$ cat src/rtl/cordic_pkg.sv
// Shared types and constants for the CORDIC engine arbiter.
package cordic_pkg;

   localparam int WIDTH_DEF = 23;
   localparam int FRACS_DEF = 21;
   localparam int INTS_DEF  = 1;

   // Q1.21 representation of 1.0 on the result bus
   localparam logic [WIDTH_DEF-2:0] ONE = 22'h200000;

   typedef enum logic [1:0] {
      IDLE,
      ISSUE,
      BUSY,
      RESPOND
   } arb_state_t;

endpackage

$ cat src/rtl/cordic_arbiter_rr_picker.sv
// Rotating-mask priority encoder: first set request at or above ptr, else lowest overall.
module rr_picker #(
   parameter int N = 2,
   parameter int W = 1
) (
   input  logic [N-1:0] req,
   input  logic [W-1:0] ptr,
   output logic [N-1:0] grant,
   output logic [W-1:0] idx
);

   logic [N-1:0] mask;
   logic [N-1:0] masked;

   function automatic logic [W-1:0] lowest(input logic [N-1:0] v);
      logic [W-1:0] r;
      r = '0;
      for (int i = N - 1; i >= 0; i--) begin
         if (v[i]) r = W'(i);
      end
      return r;
   endfunction

   always_comb begin
      mask = '0;
      for (int i = 0; i < N; i++) begin
         mask[i] = (i >= int'(ptr));
      end
   end

   always_comb begin
      masked = req & mask;
      idx    = (|masked) ? lowest(masked) : lowest(req);
      grant  = (|req) ? (N'(1) << idx) : '0;
   end

endmodule

$ cat src/rtl/cordic_arbiter.sv
// Shares one iterative cosine CORDIC engine among N_REQ requesters.
// Define CORDIC_ARB_RR_EN for round-robin arbitration; otherwise lowest index wins.
module cordic_arbiter
   import cordic_pkg::*;
#(
   parameter int N_REQ   = 2,
   parameter int WIDTH   = WIDTH_DEF,
   parameter int TIMEOUT = 32
) (
   input  logic                      clk,
   input  logic                      reset,
   input  logic [N_REQ-1:0]          req_valid,
   input  logic [N_REQ*WIDTH-1:0]    req_theta,
   output logic [N_REQ-1:0]          req_ready,
   output logic [N_REQ-1:0]          rsp_valid,
   input  logic [N_REQ-1:0]          rsp_ready,
   output logic [WIDTH-2:0]          rsp_result,
   output logic                      rsp_error,
   output logic                      core_start,
   output logic signed [WIDTH-1:0]   core_theta,
   output logic                      core_clk_en,
   input  logic                      core_done,
   input  logic [WIDTH-2:0]          core_result
);

   localparam int ID_W  = $clog2(N_REQ);
   localparam int TMR_W = $clog2(TIMEOUT + 1);

   arb_state_t              state;
   logic [ID_W-1:0]         id_q;
   logic [ID_W-1:0]         ptr;
   logic [ID_W-1:0]         pick_idx;
   logic [N_REQ-1:0]        pick_grant;
   logic signed [WIDTH-1:0] theta_q;
   logic [TMR_W-1:0]        timer;
   logic [WIDTH-2:0]        result_q;
   logic                    error_q;
   logic                    start_q;
   logic                    clk_en_q;
   logic [N_REQ-1:0]        rsp_valid_q;

`ifdef CORDIC_ARB_RR_EN
   logic [ID_W-1:0] rr_ptr;
   assign ptr = rr_ptr;

   function automatic logic [ID_W-1:0] next_id(input logic [ID_W-1:0] id);
      return (int'(id) == N_REQ - 1) ? '0 : id + 1'b1;
   endfunction
`else
   assign ptr = '0;
`endif

   rr_picker #(
      .N (N_REQ),
      .W (ID_W)
   ) u_picker (
      .req   (req_valid),
      .ptr   (ptr),
      .grant (pick_grant),
      .idx   (pick_idx)
   );

   // Grant is combinational so the requester sees acceptance in the same cycle
   assign req_ready   = (reset && state == IDLE) ? pick_grant : '0;
   assign rsp_valid   = rsp_valid_q;
   assign rsp_result  = result_q;
   assign rsp_error   = error_q;
   assign core_start  = start_q;
   assign core_theta  = theta_q;
   assign core_clk_en = clk_en_q;

   always_ff @(posedge clk) begin
      if (!reset) begin
         state       <= IDLE;
         id_q        <= '0;
         theta_q     <= '0;
         timer       <= '0;
         result_q    <= '0;
         error_q     <= 1'b0;
         start_q     <= 1'b0;
         clk_en_q    <= 1'b0;
         rsp_valid_q <= '0;
`ifdef CORDIC_ARB_RR_EN
         rr_ptr      <= '0;
`endif
      end else begin
         case (state)
            IDLE: begin
               if (|req_valid) begin
                  id_q     <= pick_idx;
                  theta_q  <= req_theta[int'(pick_idx)*WIDTH +: WIDTH];
                  start_q  <= 1'b1;
                  clk_en_q <= 1'b1;
                  state    <= ISSUE;
               end
            end
            ISSUE: begin
               start_q <= 1'b0;
               timer   <= '0;
               state   <= BUSY;
            end
            BUSY: begin
               timer <= timer + 1'b1;
               // A done arriving on the last allowed cycle still counts as success
               if (core_done || timer == TMR_W'(TIMEOUT - 1)) begin
                  result_q    <= core_done ? core_result : '0;
                  error_q     <= !core_done;
                  clk_en_q    <= 1'b0;
                  rsp_valid_q <= N_REQ'(1) << id_q;
                  state       <= RESPOND;
               end
            end
            RESPOND: begin
               if (rsp_ready[id_q]) begin
                  rsp_valid_q <= '0;
                  result_q    <= '0;
                  error_q     <= 1'b0;
                  state       <= IDLE;
`ifdef CORDIC_ARB_RR_EN
                  rr_ptr      <= next_id(id_q);
`endif
               end
            end
            default: state <= IDLE;
         endcase
      end
   end

endmodule

$ cat config.mk
export PLATFORM = sky130hd
export DESIGN_NAME = cordic_arbiter
export DESIGN_NICKNAME = d
export VERILOG_FILES = /design/src/rtl/cordic_pkg.sv /design/src/rtl/cordic_arbiter_rr_picker.sv /design/src/rtl/cordic_arbiter.sv
export SDC_FILE = /design/constraint.sdc
export NUM_CORES = 1
export LEC_CHECK = 0
export ABC_AREA = 1
export BUFFER_PORTS_ARGS = -buffer_cell sky130_fd_sc_hd__buf_4
export CAP_MARGIN = 20
export CORE_MARGIN = 4
export CORE_UTILIZATION = 25
export DETAILED_ROUTE_END_ITERATION = 10
export PLACE_DENSITY_LB_ADDON = 0.1
export SETUP_SLACK_MARGIN = 0.4
export SLEW_MARGIN = 20
export SYNTH_ARGS = -nofsm -noshare
export SYNTH_HDL_FRONTEND = slang
export SYNTH_SLANG_ARGS = --single-unit
$ cat constraint.sdc
create_clock -name clk -period 2.25 [get_ports clk]
set_clock_uncertainty 0.1 [all_clocks]
set_input_delay 0.1125 -clock clk [delete_from_list [all_inputs] [get_ports clk]]
set_output_delay 0.1125 -clock clk [all_outputs]
set_load 0.01 [all_outputs]
==> run summary, run 1 <==
- **result of the run** finished clean
- **start-to-end type of the worst setup path** reg2out
- **sequential cell area in the final layout** 1180 um2
- **Synthesized Nets** 470
- **Total Neg Setup Slack** 0 ps
- **largest net degree at the start of global routing** 56
- **insertion delay of the later-clocked pin in the worst-skew pair** 330 ps
- **net switching fraction of the power** 0.411
- **global-route usage over all layers** 0.150
- **final clock period utilization by the worst path** 0.767
- **initial core utilization** 0.258
- **Design Area, Final** 4650 um2
- **weighted congestion at the end of routability-driven global placement** 0.738
- **drt first-iter violations** 105
- **Post-Syn Area per Cell** 6.91 um2
- **count of standard-cell rows** 37
- **path class of the lowest-slack min-delay path** in2reg
- **Worst-path clk slew** 70 ps
- **Die Outline Area** 12500 um2
- **cell internal pwr** 3.06 mW
- **fillcell total** 1048
- **per-cell via count in the routed design** 4.39
- **total number of vias** 3172
- **CTS Root Buffer Type** sky130_fd_sc_hd__clkbuf_8
- **Antenna diodes** 0
- **Crit path largest cell delay** 330 ps
- **count of final setup violators** 0
- **fin. max-slew vios** 0
- **Final Net Count** 663
- **number of levels the H-tree was split into** 3
- **slew at the pin closest to its max-slew limit** 603 ps
- **worst-case clock buffer depth** 2
- **clock tree from TritonCTS** done
- **Core Footprint** 10400 um2
- **cell leakage power** 2.20 nW
- **I/O pin count** 127
- **Max Freq** 0.579 GHz
- **maximum fanout along the worst path** 4
- **tightest slew margin relative to the limit** 0.598
- **via count of the first global-routing pass** 3279
- **sequential group share of total power** 0.322
- **post-route antenna net violation count** 0
- **DR DRC count** 0
- **total net switching power** 2.14 mW
- **YS warnings** 0
- **Combinational Power Share** 0.520
- **post-synthesis instance total** 389
- **initial antenna violation count** 0
- **arrival time at the worst endpoint** 1510 ps
- **RSZ-0062 raised after global routing** true
- **Final HPWL DP** 5590 um
- **fraction of layout instances using a drive strength above 1** 0.292
- **power density over the cells** 1120 nW/um2
- **DR WL/cell** 12.9 um
- **number of port buffers** 126
- **overall overflow remaining after global route** 0
- **post-synthesis cell area** 2690 um2
- **clock period minus final worst setup slack** 1730 ps
- **capturing element type of the critical path** output port
- **portion of total power attributed to the clock network** 0.158
- **iteration count of the initial detailed-routing pass** 4
- **number of hold violations in the final report** 0
- **CP max-delay cell** sky130_fd_sc_hd__dfxtp_1
- **max capacitance violation total** 0
- **Critical Path Start Type** register
- **category of cells accounting for the largest share of critical-path delay** flip-flops
- **total clock buffers created by CTS** 9
- **routed wire length** 9350 um
- **area used by multi-input combinational logic** 1390 um2
- **wire length of the first global-routing pass** 15500 um
- **maximum vdd ir drop** 0.441 mV
- **sequential cell area fraction in the yosys report** 0.439
- **sequence of cells on the critical path** inv_1 > ha_1 > nand2_1 > nor2_1 > buf_4
- **buffers plus inverters on the worst setup path** 2
- **die extent in y** 112 um
- **required time of the critical path** 2040 ps
- **number of synthesized register bits** 59
- **placed standard-cell area** 3710 um2
- **Num Clock Sinks** 59
- **floorplan die width** 112 um
- **area grow syn2layout** 73.0%
- **synth unique cells** 27
-- state kept, by name (all words and copies together), names as in the netlist --
| register | cells |
|---|---|
| rsp_error | 1 |
| rsp_result | 22 |
| state | 2 |
| core_clk_en | 1 |
| timer | 6 |
| rsp_valid | 2 |
| core_start | 1 |
| id_q | 1 |
| core_theta | 23 |
-- routing by layer --
layer,vias to the layer above,share of wire,wire length (um),track usage
met3,11,0.069,645,0.0457
li1,1628,-,-,-
met4,0,0.014,127,0.0503
met5,-,0,0,0
met1,1436,0.45,4200,0.173
met2,97,0.47,4370,0.263
-- Yosys cell counts --
master | instances | area, um2
sky130_fd_sc_hd__nor2_2 | 1 | 6.26
sky130_fd_sc_hd__a31o_1 | 1 | 8.76
sky130_fd_sc_hd__o21bai_2 | 1 | 11.3
sky130_fd_sc_hd__nand2_1 | 115 | 432
sky130_fd_sc_hd__dfxtp_1 | 59 | 1180
sky130_fd_sc_hd__nor2_1 | 71 | 267
sky130_fd_sc_hd__a31oi_1 | 2 | 12.5
sky130_fd_sc_hd__nor2_4 | 2 | 22.5
sky130_fd_sc_hd__clkbuf_1 | 4 | 15.0
sky130_fd_sc_hd__buf_6 | 4 | 45.0
sky130_fd_sc_hd__nor3b_1 | 1 | 7.51
sky130_fd_sc_hd__nand3_1 | 5 | 25.0
sky130_fd_sc_hd__inv_1 | 16 | 60.1
sky130_fd_sc_hd__nand3_2 | 2 | 20.0
sky130_fd_sc_hd__o21bai_1 | 1 | 7.51
sky130_fd_sc_hd__o21ai_2 | 1 | 8.76
sky130_fd_sc_hd__o21ai_0 | 2 | 10.0
sky130_fd_sc_hd__buf_1 | 3 | 11.3
sky130_fd_sc_hd__ha_1 | 6 | 75.1
sky130_fd_sc_hd__xor2_1 | 1 | 8.76
sky130_fd_sc_hd__buf_4 | 1 | 7.51
sky130_fd_sc_hd__inv_2 | 5 | 18.8
sky130_fd_sc_hd__o21ai_1 | 24 | 120
sky130_fd_sc_hd__nor3_1 | 3 | 15.0
sky130_fd_sc_hd__buf_2 | 8 | 40.0
sky130_fd_sc_hd__a21oi_1 | 48 | 240
sky130_fd_sc_hd__nand4_1 | 2 | 12.5
-- tightest hold or removal path, cell delays in order --
cell and delay, ps:
sky130_fd_sc_hd__buf_4 80, sky130_fd_sc_hd__nand2_1 50, sky130_fd_sc_hd__nand2_1 50, sky130_fd_sc_hd__nand2_1 40, sky130_fd_sc_hd__nor2_1 70
-- cell usage in the layout, fill, tap and decap left out, types with 3 or more instances in the layout --
| cell | n |
|---|---|
| sky130_fd_sc_hd__inv_2 | 5 |
| sky130_fd_sc_hd__nor2_2 | 3 |
| sky130_fd_sc_hd__nand3_1 | 5 |
| sky130_fd_sc_hd__nand2_1 | 113 |
| sky130_fd_sc_hd__nor2_4 | 6 |
| sky130_fd_sc_hd__buf_4 | 132 |
| sky130_fd_sc_hd__dfxtp_1 | 59 |
| sky130_fd_sc_hd__a21oi_1 | 48 |
| sky130_fd_sc_hd__nor3_1 | 3 |
| sky130_fd_sc_hd__clkinv_2 | 3 |
| sky130_fd_sc_hd__clkbuf_8 | 9 |
| sky130_fd_sc_hd__ha_1 | 5 |
| sky130_fd_sc_hd__nor2_1 | 69 |
| sky130_fd_sc_hd__dlygate4sd3_1 | 64 |
| sky130_fd_sc_hd__inv_1 | 16 |
| sky130_fd_sc_hd__o21ai_1 | 23 |
-- power groups by stage --
stage	sequential, mW	combinational, mW	clock (mW)
after CTS	1.67	2.62	0.862
after global placement	1.68	2.35	0
final	1.67	2.70	0.822
after floorplan	1.83	1.34	0
after global routing	1.73	3.02	0.908
after detailed placement	1.69	2.36	0
-- final timing paths --
| path | slack [ps] | depth (start not counted) | start | to |
|---|---|---|---|---|
| setup reg to reg | 530 | 8 | timer[1] | rsp_result[5] |
| setup / recovery | 520 | 5 | state[0] | req_ready[1] |
| hold reg to reg | 380 | 2 | rsp_error | rsp_error |
| hold / removal | 10 | 5 | core_result[6] | rsp_result[6] |
-- cell families (layout without fill, tap and decap cells) --
logic type,after synthesis,after routing,synth area share
AOI/OAI and AO/OA,80,80,0.156
buffers and inverters,41,234,0.0735
DFF,59,59,0.439
xor gates and xnor gates,1,1,0.00326
adders and majority gates,6,6,0.0279
and+or+nand+nor,202,206,0.300
-- through the flow --
stage | setup slack, ps | power (mW) | cells | util | hold slack (ps)
4_1_cts | 436 | 5.15 | 717 | 0.439 | 3.95
2_1_floorplan | 689 | 3.17 | 389 | - | 154
3_5_place_dp | 144 | 4.05 | 634 | 0.356 | 274
5_1_grt | 359 | 5.65 | 722 | 0.447 | 25.5
6_report | 524 | 5.20 | 722 | 0.447 | 9.82
3_3_place_gp | 206 | 4.03 | 634 | 0.356 | 263
-- final cells by class --
type	count	area share
Timing Repair Buffer	198	0.359
Multi-Input combinational cell	293	0.299
Sequential cell	59	0.254
Tap cell	136	0.0366
Clock buffer	10	0.0274
Inverter	21	0.0169
Clock inverter	5	0.00672
-- repair_timing --
item,4_1_cts,5_1_grt
endpoints found under the setup margin,21,27
hold buffers,64,0
buffers inserted,1,4
hold endpoints to repair,41,0
resized for setup,6,7
pin swaps,2,2
cloned,3,1
No activity file was read; power rests on OpenSTA's default activity.
==> run 2, diff against run 1 <==
--- a/config.mk
+++ b/config.mk
@@ -5,7 +5,7 @@
 export SDC_FILE = /design/constraint.sdc
 export NUM_CORES = 1
 export LEC_CHECK = 0
-export ABC_AREA = 1
+export ABC_AREA = 0
 export BUFFER_PORTS_ARGS = -buffer_cell sky130_fd_sc_hd__buf_4
 export CAP_MARGIN = 20
 export CORE_MARGIN = 4
==> constraint.sdc (replaced) <==
create_clock -name clk -period 1.53 [get_ports clk]
set_clock_uncertainty 0.1 [all_clocks]
set_input_delay 0.0765 -clock clk [delete_from_list [all_inputs] [get_ports clk]]
set_output_delay 0.0765 -clock clk [all_outputs]
set_load 0.01 [all_outputs]
==> run 2 against run 1 <==
Synthesized cell count decreased by 28%. Power grew 36%. Final cell count decreased by 11%. Sequential share of layout area decreased by 2.8 points. Wire length decreased by 2.1%. Clock-buffer cell count grew 2. Clock power rose by 50%. Non-clock buffer count grew 35.
==> run summary, run 2 <==
- **result of the run** finished clean, unchanged
- **DR DRC count** 0, unchanged
- **largest net degree at the start of global routing** 43, was 56
- **slack of the worst reg-to-reg path** 10 ps, was 530 ps
- **met1 layer usage reported by global route** 0.151, was 0.173
- **met3 layer usage reported by global route** 0.0429, was 0.0457
- **Critical Path Start Type** register, unchanged
- **overall power** 7.07 mW, was 5.20 mW
- **power density over the cells** 1340 nW/um2, was 1120 nW/um2
- **Antenna diodes** 0, unchanged
- **area grow syn2layout** 96.0%, was 73.0%
- **Worst-path clk slew** 70 ps, about the same
- **die extent in y** 112 um, about the same
- **sequence of cells on the critical path** inv_4 > ha_4 > nor2_2 > a21oi_2 > o21a_4 > buf_12 > mux2i_1, was inv_1 > ha_1 > nand2_1 > nor2_1 > buf_4
- **number of standard cells in the final layout excluding fillers** 645, was 722
- **met2 Track Usage GR** 0.225, was 0.263
- **maximum fanout along the worst path** 7, was 4
- **path class of the lowest-slack min-delay path** in2reg, unchanged
- **weighted congestion at the end of routability-driven global placement** 0.718, was 0.738
- **fraction of layout instances using a drive strength above 1** 0.454, was 0.292
- **start-to-end type of the worst setup path** reg2reg, was reg2out
- **buffers plus inverters on the worst setup path** 2, unchanged
- **total number of vias** 2839, was 3172
- **crit path to** rsp_result[4], was req_ready[1]
- **insertion delay of the later-clocked pin in the worst-skew pair** 330 ps, about the same
- **overall overflow remaining after global route** 0, unchanged
- **CP max-delay cell** sky130_fd_sc_hd__dfxtp_4, was sky130_fd_sc_hd__dfxtp_1
- **slew at the pin closest to its max-slew limit** 387 ps, was 603 ps
- **worst hold path stage count** 4, was 5
- **per-cell via count in the routed design** 4.40, was 4.39
- **Max Freq** 0.660 GHz
- **number of port buffers** 126, unchanged
- **Synthesized Nets** 363, was 470
- **Post-synth EDFFs** 0, unchanged
- **final clock period utilization by the worst path** 0.991
- **async set-or-reset flop fraction in the synthesized netlist** 0, unchanged
- **wire length of the first global-routing pass** 13200 um, was 15500 um
- **Most used DFF post-synth** sky130_fd_sc_hd__dfxtp_1, unchanged
- **CTS Root Buffer Type** sky130_fd_sc_hd__clkbuf_8, unchanged
- **category of cells accounting for the largest share of critical-path delay** flip-flops, unchanged
- **number of hold violations in the final report** 0, unchanged
- **worst-case hold slack** 6.45 ps, was 9.82 ps
- **sequential cell area fraction in the yosys report** 0.439, about the same
- **fin. max-slew vios** 0, unchanged
- **number of levels the H-tree was split into** 3, unchanged
- **R2R Path Start** state[0], was timer[1]
- **most used routing layer** met2, unchanged
- **required time of the critical path** 1690 ps, was 2040 ps
- **logic depth of the worst path, buffers included** 7, was 5
- **post-synthesis instance total** 282, was 389
- **minimum setup slack after placement** -41.9 ps, was 144 ps
- **Die Outline Area** 12500 um2, about the same
- **total clock buffers created by CTS** 9, unchanged
- **count of final setup violators** 0, unchanged
- **worst-case clock buffer depth** 2, unchanged
- **top cells by instance count after synthesis** 79 x sky130_fd_sc_hd__nand2_1, 59 x sky130_fd_sc_hd__dfxtp_1, 49 x sky130_fd_sc_hd__mux2i_1, was 115 x sky130_fd_sc_hd__nand2_1, 71 x sky130_fd_sc_hd__nor2_1, 59 x sky130_fd_sc_hd__dfxtp_1
- **cell count after placement** 541, was 634
- **drt first-iter violations** 128, was 105
- **Reg-to-Reg End** rsp_result[4], was rsp_result[5]
- **maximum vdd ir drop** 0.542 mV, was 0.441 mV
- **synth unique cells** 32, was 27
- **commonest cells after routing, fill and taps aside** 147 x sky130_fd_sc_hd__buf_4, 63 x sky130_fd_sc_hd__dlygate4sd3_1, 61 x sky130_fd_sc_hd__nand2_1, was 132 x sky130_fd_sc_hd__buf_4, 113 x sky130_fd_sc_hd__nand2_1, 69 x sky130_fd_sc_hd__nor2_1
- **DR WL/cell** 14.2 um, was 12.9 um
- **top cell type by total area after synthesis** sky130_fd_sc_hd__dfxtp_1, unchanged
- **via count of the first global-routing pass** 2779, was 3279
- **post-synthesis cell area** 2690 um2, about the same
- **cell with the most instances after synthesis** sky130_fd_sc_hd__nand2_1, unchanged
- **number of synthesized register bits** 59, unchanged
- **clock period minus final worst setup slack** 1520 ps
- **portion of synthesized cell area occupied by the leading cell type** 0.439, about the same
- **post-route antenna net violation count** 0, unchanged
- **arrival time at the worst endpoint** 1680 ps, was 1510 ps
- **count of standard-cell rows** 37, unchanged
- **floorplan die width** 112 um, about the same
- **PnR worst setup slack** 13.7 ps, was 524 ps
- **worst setup path startpoint** state[0], unchanged
- **tightest slew margin relative to the limit** 0.742, was 0.598
- **main area contributors after synthesis** sky130_fd_sc_hd__dfxtp_1 44%, sky130_fd_sc_hd__mux2i_1 18%, sky130_fd_sc_hd__nand2_1 11%, was sky130_fd_sc_hd__dfxtp_1 44%, sky130_fd_sc_hd__nand2_1 16%, sky130_fd_sc_hd__nor2_1 9.9%
- **R2R depth** 7, was 8
- **cell leakage power** 2.60 nW, was 2.20 nW
- **capturing element type of the critical path** register, was output port
- **commonest non-fill, non-tap cell in the layout** sky130_fd_sc_hd__buf_4, unchanged
- **Core Footprint** 10400 um2, unchanged
- **Final Net Count** 586, was 663
- **clock tree from TritonCTS** done, unchanged
- **global-route usage over all layers** 0.131, was 0.150
- **Crit path largest cell delay** 370 ps, was 330 ps
- **I/O pin count** 127, unchanged
- **routed wire length** 9150 um, was 9350 um
- **YS warnings** 0, unchanged
- **Num Clock Sinks** 59, unchanged
- **initial core utilization** 0.258, about the same
- **Final HPWL DP** 5530 um, was 5590 um
- **Post-Syn Area per Cell** 9.53 um2, was 6.91 um2
- **iteration count of the initial detailed-routing pass** 4, unchanged
- **max FFs per register** 23, unchanged
- **max capacitance violation total** 0, unchanged
- **initial antenna violation count** 0, unchanged
- **RSZ-0062 raised after global routing** true, unchanged
[run 2: changes by cell type after synthesis, sizes merged, moves of 3 or more]
cell | previous run | this run
a21oi | 48 | 2
buf | 16 | 11
clkbuf | 4 | 10
inv | 21 | 6
mux2i | 0 | 49
nand2 | 115 | 80
nand3 | 7 | 0
nor2 | 74 | 9
nor3 | 3 | 0
o211a | 0 | 23
o21ai | 27 | 4
o22ai | 0 | 4
[run 2: per-layer routing]
metal / wire length [um] / vias to the layer above
met2: 4580 / 65
met3: 480 / 8
li1: - / 1412
met4: 92 / 0
met5: 0 / -
met1: 4000 / 1354
[run 2: timing repair]
action	4_1_cts	5_1_grt
buffers inserted	6	11
cloned	1	8
hold buffers	63	0
endpoints found under the hold margin	47	0
gates resized for setup	14	51
pin swaps	8	10
endpoints found under the setup margin	61	61
[run 2: worst min-delay path by stage]
| stage | endpoint | from |
|---|---|---|
| 3_5_place_dp | rsp_error | core_done |
| 6_report | core_theta[6] | req_theta[29] |
| 3_3_place_gp | rsp_error | core_done |
| 2_1_floorplan | rsp_error | core_done |
| 4_1_cts | core_theta[6] | req_theta[29] |
| 5_1_grt | core_theta[6] | req_theta[29] |
[run 2: cell families after synthesis]
family	count (synthesis)	synth area share
simple gates	98	0.150
compound gates	39	0.129
buf+inv	27	0.0582
flops	59	0.439
mux	49	0.182
xor+xnor	4	0.0130
fa+ha+maj	6	0.0279
[run 2: worst reg2reg max path, stage by stage (launching register included)]
cell                      delay [ps]
sky130_fd_sc_hd__dfxtp_4         370
sky130_fd_sc_hd__inv_4            80
sky130_fd_sc_hd__ha_4            150
sky130_fd_sc_hd__nor2_2           40
sky130_fd_sc_hd__a21oi_2         120
sky130_fd_sc_hd__o21a_4          230
sky130_fd_sc_hd__buf_12          150
sky130_fd_sc_hd__mux2i_1         200
[run 2: per-stage QoR]
step / instance area [um2] / util / TNS, ps
after floorplan: 2790 / - / -502
after global placement: 3910 / 0.375 / 0
after detailed placement: 3910 / 0.375 / -46.9
after CTS: 4830 / 0.464 / 0
after global routing: 5270 / 0.506 / -699
final: 5270 / 0.506 / 0
[run 2: layout make-up]
class	count	area [um2]
fill	976	5150
timing repair buffer	233	2140
multi-input combinational	196	1580
sequential	59	1190
tap	136	170
clock buffer	12	145
inverter	6	30.0
clock inverter	3	15.0
[run 2: power by group]
part | internal [mW] | switching [mW] | leakage, nW
sequential | 1.94 | 0.240 | 0.486
clock | 0.616 | 0.613 | 0.0860
combinational | 2.14 | 1.52 | 2.03
total | 4.69 | 2.38 | 2.60
==> run 3, diff against run 2 <==
--- a/config.mk
+++ b/config.mk
@@ -12,6 +12,7 @@
 export CORE_UTILIZATION = 25
 export DETAILED_ROUTE_END_ITERATION = 10
 export PLACE_DENSITY_LB_ADDON = 0.1
+export REMOVE_ABC_BUFFERS = 1
 export SETUP_SLACK_MARGIN = 0.4
 export SLEW_MARGIN = 20
 export SYNTH_ARGS = -nofsm -noshare
==> run 3 against run 2 <==
Sequential power hardly changed. Wire length decreased by 5.7%. Die area unchanged. Sequential share of layout area is 0.22 points lower. Non-clock buffer count is 7 lower. Design area is 0.86% higher. Power grew 6.6%. Combinational power down 2%. Critical path depth unchanged. Via count shrank 1.8%. Final cell count down 0.93%. Register-to-register slack is essentially flat.
==> run summary, run 3 (synthesis gave the netlist of run 2 again) <==
- **overall overflow remaining after global route** 0, unchanged
- **global-route usage over all layers** 0.133, was 0.131
- **commonest cells after routing, fill and taps aside** 143 x sky130_fd_sc_hd__buf_4, 61 x sky130_fd_sc_hd__dlygate4sd3_1, 55 x sky130_fd_sc_hd__dfxtp_1, was 147 x sky130_fd_sc_hd__buf_4, 63 x sky130_fd_sc_hd__dlygate4sd3_1, 61 x sky130_fd_sc_hd__nand2_1
- **fin. max-slew vios** 0, unchanged
- **arrival time at the worst endpoint** 1670 ps, was 1680 ps
- **post-route antenna net violation count** 0, unchanged
- **commonest non-fill, non-tap cell in the layout** sky130_fd_sc_hd__buf_4, unchanged
- **total clock buffers created by CTS** 9, unchanged
- **Core Footprint** 10400 um2, unchanged
- **count of standard-cell rows** 37, unchanged
- **R2R depth** 7, unchanged
- **max capacitance violation total** 0, unchanged
- **slew at the pin closest to its max-slew limit** 346 ps, was 387 ps
- **buffers plus inverters on the worst setup path** 2, unchanged
- **worst hold path stage count** 4, unchanged
- **maximum fanout along the worst path** 7, unchanged
- **HP Start** req_theta[27], was req_theta[29]
- **path class of the lowest-slack min-delay path** in2reg, unchanged
- **slack of the worst reg-to-reg path** 9 ps, was 10 ps
- **floorplan die width** 112 um, unchanged
- **worst-case hold path end point** core_theta[4], was core_theta[6]
- **result of the run** finished clean, unchanged
- **drt first-iter violations** 149, was 128
- **capturing element type of the critical path** register, unchanged
- **power density over the cells** 1420 nW/um2, was 1340 nW/um2
- **final core utilization** 0.510, was 0.506
- **RSZ-0062 raised after global routing** true, unchanged
- **Crit path largest cell delay** 370 ps, about the same
- **iteration count of the initial detailed-routing pass** 4, unchanged
- **die extent in y** 112 um, unchanged
- **Critical Path Start Type** register, unchanged
- **I/O pin count** 127, unchanged
- **overall power** 7.53 mW, was 7.07 mW
- **weighted congestion at the end of routability-driven global placement** 0.700, was 0.718
- **sequence of cells on the critical path** inv_4 > ha_4 > nor2_1 > a21oi_1 > o21a_4 > clkbuf_16 > mux2i_1, was inv_4 > ha_4 > nor2_2 > a21oi_2 > o21a_4 > buf_12 > mux2i_1
- **DR DRC count** 0, unchanged
- **Final HPWL DP** 5450 um, was 5530 um
- **Total Neg Setup Slack** 0 ps, unchanged
- **Num Clock Sinks** 59, unchanged
- **number of port buffers** 126, unchanged
- **maximum vdd ir drop** 0.685 mV, was 0.542 mV
- **start-to-end type of the worst setup path** reg2reg, unchanged
- **category of cells accounting for the largest share of critical-path delay** flip-flops, unchanged
- **number of hold violations in the final report** 0, unchanged
- **Antenna diodes** 0, unchanged
- **initial antenna violation count** 0, unchanged
- **DR WL/cell** 13.5 um, was 14.2 um
- **tightest slew margin relative to the limit** 0.770, was 0.742
- **Final Net Count** 579, was 586
- **routed wire length** 8630 um, was 9150 um
- **worst-case clock buffer depth** 2, unchanged
- **per-cell via count in the routed design** 4.36, was 4.40
- **Die Outline Area** 12500 um2, unchanged
- **fraction of layout instances using a drive strength above 1** 0.459, was 0.454
- **CP max-delay cell** sky130_fd_sc_hd__dfxtp_4, unchanged
- **via count of the first global-routing pass** 2784, was 2779
- **clock tree from TritonCTS** done, unchanged
- **area grow syn2layout** 97.7%, was 96.0%
- **worst setup path startpoint** state[0], unchanged
- **insertion delay of the later-clocked pin in the worst-skew pair** 340 ps, was 330 ps
- **cell leakage power** 2.63 nW, was 2.60 nW
- **largest net degree at the start of global routing** 33, was 43
- **initial core utilization** 0.258, unchanged
- **wire length of the first global-routing pass** 13700 um, was 13200 um
- **final clock period utilization by the worst path** 0.994, was 0.991
- **required time of the critical path** 1680 ps, was 1690 ps
- **Reg-to-Reg End** rsp_result[15], was rsp_result[4]
- **clock period minus final worst setup slack** 1520 ps, about the same
- **max FFs per register** 23, unchanged
- **Max Freq** 0.658 GHz, was 0.660 GHz
- **count of final setup violators** 0, unchanged
- **CTS Root Buffer Type** sky130_fd_sc_hd__clkbuf_8, unchanged
- **Worst-path clk slew** 70 ps, about the same
- **number of levels the H-tree was split into** 3, unchanged
- **R2R Path Start** state[0], unchanged
- **total number of vias** 2789, was 2839
run 3: cell count changes in the layout (fill, tap and decap cells not counted), moves of 2 or more:
cell                            previous run  this run
sky130_fd_sc_hd__clkbuf_16                 5         2
sky130_fd_sc_hd__clkinv_2                  3         0
sky130_fd_sc_hd__nand2_4                   9        17
sky130_fd_sc_hd__buf_4                   147       143
sky130_fd_sc_hd__o21ai_1                   0         2
sky130_fd_sc_hd__nand2_1                  61        54
sky130_fd_sc_hd__dlygate4sd3_1            63        61
sky130_fd_sc_hd__bufinv_16                 0         3
sky130_fd_sc_hd__buf_16                    1         3
run 3: worst max-delay path by stage:
stage	slack, ps	depth (start not counted)	end
finish	9	7	rsp_result[15]
floorplan	-1190	5	core_clk_en
global placement	30	5	timer[5]
global route	-80	6	state[1]
detailed placement	-50	5	timer[5]
CTS	-20	7	rsp_result[0]
run 3: cell type report:
| class | instances | area (um2) |
|---|---|---|
| timing repair buffer | 226 | 2060 |
| clock inverter | 4 | 97.6 |
| sequential | 59 | 1190 |
| inverter | 6 | 27.5 |
| clock buffer | 12 | 145 |
| fill | 912 | 5100 |
| tap | 136 | 170 |
| multi-input combinational | 196 | 1620 |
run 3: tightest hold or removal path, cell delays in order:
cell	delay, ps
sky130_fd_sc_hd__buf_4	80
sky130_fd_sc_hd__mux2i_1	70
sky130_fd_sc_hd__nand2_2	70
sky130_fd_sc_hd__o211a_1	130
run 3: routing by layer:
layer | vias to the layer above | wire [um] | global-route usage
li1 | 1399 | - | -
met4 | 0 | 114 | 0.0462
met2 | 107 | 4010 | 0.215
met5 | - | 0 | 0
met3 | 11 | 711 | 0.0440
met1 | 1272 | 3800 | 0.167
run 3: timing repair:
action	CTS	global route
setup buffers	8	2
pin swaps	14	3
gates resized for setup	58	37
hold buffers	61	0
gates cloned	3	2
setup endpoints to repair	61	61
hold endpoints to repair	44	0
run 3: power by group:
part,leakage [nW],internal [mW],total [mW],switching [mW]
clock network,0.117,1.13,1.76,0.630
registers,0.486,1.94,2.19,0.256
logic,2.03,2.09,3.58,1.49
run 3: through the flow:
stage                     cell area, um2  hold WS, ps  cells  setup slack (ps)
final                               5310         20.7    639              9.29
after global routing                5310         22.6    639             -80.9
after CTS                           5100         4.25    635             -19.9
after floorplan                     2550         91.8    261             -1190
after global placement              3910          194    547              29.9
after detailed placement            3910          201    547             -48.5
